==> src/rtl/cpu_pc.sv <==
// Program counter for the MIPS fetch stage with a single branch-delay slot:
// a taken branch is remembered for one enabled cycle so the delay-slot instruction is fetched first.
module cpu_pc #(
    parameter logic [31:0] RESET_VECTOR = 32'hBFC00000,
    parameter logic [31:0] PC_STEP      = 32'd4
) (
    input  logic        clk,
    input  logic        reset,
    input  logic        wen,
    input  logic        b_cond_met,
    input  logic [31:0] pc_in,
    output logic [31:0] pc_o
);

    logic [31:0] pc_reg;
    logic [31:0] pc_next;
    logic [31:0] target_reg;
    logic [31:0] target_next;
    logic        pending_reg;
    logic        pending_next;
    logic [31:0] pc_seq;

    // 32-bit modulo increment; wraps from FFFFFFFC to 00000000.
    assign pc_seq = pc_reg + PC_STEP;

    always_comb begin
        pc_next      = pc_reg;
        target_next  = target_reg;
        pending_next = pending_reg;
        if (wen) begin
            if (pending_reg) begin
                // Delay slot already fetched: redirect now. A branch sitting in
                // the delay slot is not supported and is silently dropped.
                pc_next      = target_reg;
                pending_next = 1'b0;
            end else if (b_cond_met) begin
                pc_next      = pc_seq;
                target_next  = pc_in;
                pending_next = 1'b1;
            end else begin
                pc_next = pc_seq;
            end
        end
    end

    always_ff @(posedge clk or posedge reset) begin
        if (reset) begin
            pc_reg      <= RESET_VECTOR;
            target_reg  <= 32'd0;
            pending_reg <= 1'b0;
        end else begin
            pc_reg      <= pc_next;
            target_reg  <= target_next;
            pending_reg <= pending_next;
        end
    end

    assign pc_o = pc_reg;

endmodule

==> config.mk <==
export PLATFORM = sky130hd
export DESIGN_NAME = cpu_pc
export DESIGN_NICKNAME = d
export VERILOG_FILES = /design/src/rtl/cpu_pc.sv
export SDC_FILE = /design/constraint.sdc
export NUM_CORES = 1
export LEC_CHECK = 0
export CAP_MARGIN = 20
export CORE_AREA = 2 2 124 78
export DETAILED_ROUTE_END_ITERATION = 8
export DIE_AREA = 0 0 126 80
export SYNTH_ARGS = -nofsm -noshare
export SYNTH_HDL_FRONTEND = slang
export SYNTH_SLANG_ARGS = --single-unit
==> constraint.sdc <==
create_clock -name clk -period 2.5 [get_ports clk]
set_clock_uncertainty 0.05 [all_clocks]
set_input_delay 0.5 -clock clk [delete_from_list [all_inputs] [get_ports clk]]
set_output_delay 0.5 -clock clk [all_outputs]
set_load 0.02 [all_outputs]
==> impl_summary.log <==
[metrics] final instance area: 0.004553 sq mm
[metrics] weighted congestion at the end of routability-driven global placement: slightly above 0.8
[metrics] starting utilization of the core area: between 30% and 40%
[metrics] part of the cycle the worst path needs: roughly 85%
[metrics] CP Capture Type: output pin
[metrics] worst IR drop on VDD: a little over 0.0004 V
[metrics] endpoints failing hold: 0
[metrics] Power Density: about 1000 mW/mm^2
[metrics] clock-pin transition on the worst setup and hold timing paths: 50 ps
[metrics] num ports: 68
[metrics] cell type group with the largest total delay on the critical path: buffers and inverters
[metrics] startpoint type of the worst setup path: flop
[metrics] fill cell count: 826
[metrics] MaxCap Viol Count: 0
[metrics] root buf cell: clkbuf_16
[metrics] first-pass iteration count of the detailed router: 6
[metrics] number of buffers between clock root and the deepest sink: 2
[metrics] pin slew with the least headroom to its limit: approximately 720 ps
[metrics] post-CTS resize count: 0
[metrics] CTS tree: yes
[metrics] # hold bufs at CTS: 0
[metrics] grt total ovfl: 0
[metrics] number of instances in the synthesized netlist: 325
[metrics] relative slew slack: about half
[metrics] mean instance size in the synthesized netlist: 10.23 sq um
[metrics] register area share after synthesis: between 40% and 50%
[metrics] final net count: 436
[metrics] largest net degree at the start of global routing: 32
[metrics] area growth from synthesis to final layout: 37.01%
[metrics] number of setup violations in the final report: 0
[metrics] number of different library cells in the post-synthesis netlist: 51
[metrics] clk sink count: 65
[metrics] total placed instance area: 0.004209 sq mm
[metrics] DPL Wire Length: 6561 um
[metrics] Req. time, crit path: 1950 ps
[metrics] number of flops mapped to enable cells by yosys: 0
[metrics] vias per inst: 5.554
[metrics] ratio of cells with drive above 1 in the final layout: between 10% and 20%
[metrics] class of the tightest hold or removal check: reg -> reg
[metrics] Yosys reg bits: 65
[metrics] Routed Wire Length: 9150 um
[metrics] deepest level of the CTS H-tree: 3
[metrics] count of warnings emitted by yosys: 0
[metrics] row cnt: 27
[metrics] unrepaired setup endpoints after global routing: no
[metrics] library cell occupying the most area in the post-synthesis netlist: dfrtp_1
[metrics] Total Die Area: 0.01008 sq mm
[metrics] most area-consuming cells after synthesis: dfrtp_1 42%, mux2_2 11%, dfstp_2 7.1%
[metrics] antenna-violating nets left: 0
[metrics] insertion delay of the later-clocked pin in the worst-skew pair: 330 ps
[metrics] wire length per cell: 17.60 um
[metrics] post-CTS repair timing setup buffer count: 0
[metrics] Core Area: between 0.008 and 0.009 sq mm
[metrics] post-synthesis cell area: 0.003323 sq mm
[metrics] CP Cell Sequence: clkdlybuf4s50_1
[metrics] drt drc: 0
[metrics] number of buffers inserted by port buffering: 67
[metrics] initial antenna violation count: 0
[metrics] share of the core filled with cells in the final layout: 51.05%
[metrics] combined buffer and inverter count along the critical path: 1
[metrics] category of the most critical setup path: reg -> out
[metrics] final setup TNS: 0 ps
[metrics] FMAX: 0.4685 GHz
[metrics] vias in the first global route: about 2800
[metrics] Syn Nets: between 300 and 400
[metrics] First DRT Iteration DRCs: 287
[metrics] area share of the leading cell type in the synthesized netlist: 42.17%
[metrics] most instantiated flip-flop cell in the synthesis netlist: dfrtp_1
[metrics] data arrival time of the worst path: 1580 ps
[metrics] die width: 126 um
[metrics] global-route usage over all layers: 19.04%
[metrics] CP peak stage delay: 640 ps
[metrics] static leakage power: 0.001865 uW
[metrics] diodes inserted: 0
[metrics] post-layout minimum cycle time: 2134 ps
[metrics] max-slew violation count: 0
[metrics] wire length of the first global-routing pass: 14810 um
[metrics] total via count after detailed routing: 2888
[metrics] FFs w/ async S/R, synth: 100.0%
[metrics] worst-path maximum fanout: 9
[metrics] vertical die dimension: roughly 80 um
[metrics] CTS buffer count: 9
[metrics] CP max stage cell: clkdlybuf4s50_1
[metrics] status: completed
[report_power, final]
part	switching [uW]	internal (uW)	total, uW
logic	695	711	1410
clock network	455	995	1450
registers	346	1370	1720
[metal layers]
metal  wire length (um)  track usage [%]
met5                  0                0
met4                114            5.604
met3                671            5.965
met2               3765            26.02
met1               4598            28.42
[final cells by class]
cell class                 instances  area, sq um  area share [%]
timing repair buffer              81        813.3           17.86
inverter                          10        37.54          0.8244
sequential                        65         1638           35.97
clock inverter                     6        105.1           2.308
multi-input combinational        232         1575           34.60
tap                              116        145.1           3.188
clock buffer                      10        239.0           5.249
[cell families after synthesis]
| group | after synthesis | synth area share [%] |
|---|---|---|
| flip-flops | 65 | 49.28 |
| buffers and inverters | 28 | 3.313 |
| AND/OR/NAND/NOR | 123 | 18.79 |
| adder cells (fa/ha/maj) | 1 | 0.3764 |
| AO/OA/AOI/OAI | 70 | 15.59 |
| multiplexers | 38 | 12.65 |
[cell usage after synthesis (all sizes together), types with 2 or more instances]
master,instances
a21oi,10
dfrtp,56
o41a,2
o41ai,2
nor2b,4
a311o,3
nand3b,4
a211oi,6
nand2,32
mux2,32
a22o,14
mux2i,6
and2,3
a311oi,5
or3,2
nand3,12
nor3,9
nand4,12
clkbuf,13
nor4,5
o21ai,14
nor2,29
inv,10
and4,2
or2,2
and3,4
o311ai,2
buf,5
dfstp,9
[layout by cell type, fill, tap and decap left out, types with 2 or more instances in the layout]
master	instances
and3_1	4
or2_2	2
dfrtp_1	56
clkbuf_16	9
or3_1	2
a211oi_1	6
o311ai_0	2
nand3_1	12
a22o_1	14
nand2_1	32
nand4_2	2
inv_1	9
mux2i_1	6
clkdlybuf4s50_1	67
clkinv_2	3
nor3_1	8
o41a_1	2
a311o_1	3
buf_12	3
bufinv_16	3
buf_4	11
dfstp_2	9
mux2_2	32
nor2b_1	4
nand3b_1	4
o21ai_0	14
nand4_1	10
nor4_1	5
a21oi_1	10
o41ai_1	2
and4_1	2
a311oi_1	5
nor2_1	29
[final timing paths]
path | from | to | slack (ps) | cells past startpoint
worst max-delay path | pc_o[27]$_DFFE_PP1P_ | pc_o[27] | 370 | 1
worst min-delay path | target_reg[1]$_DFFE_PP0P_ | pc_o[1]$_DFFE_PP0P_ | 420 | 2
worst max register to register | pc_o[12]$_DFFE_PP0P_ | pc_o[29]$_DFFE_PP1P_ | 480 | 4
worst min register to register | target_reg[1]$_DFFE_PP0P_ | pc_o[1]$_DFFE_PP0P_ | 420 | 2
max in group asynchronous | reset | pc_o[24]$_DFFE_PP1P_ | 1300 | 3
min in group asynchronous | reset | target_reg[11]$_DFFE_PP0P_ | 450 | 2
[stage by stage]
step	total power (uW)	cells	hold WS, ps	setup slack (ps)
after floorplan	2468	325	383.1	338.4
final	4578	520	424.6	365.6
after global placement	3101	504	406.3	428.1
after detailed placement	3136	504	413.9	380.8
after CTS	4611	520	425.5	353.8
after global routing	4815	520	469.1	307.7
Power figures use the tool's default switching activity.
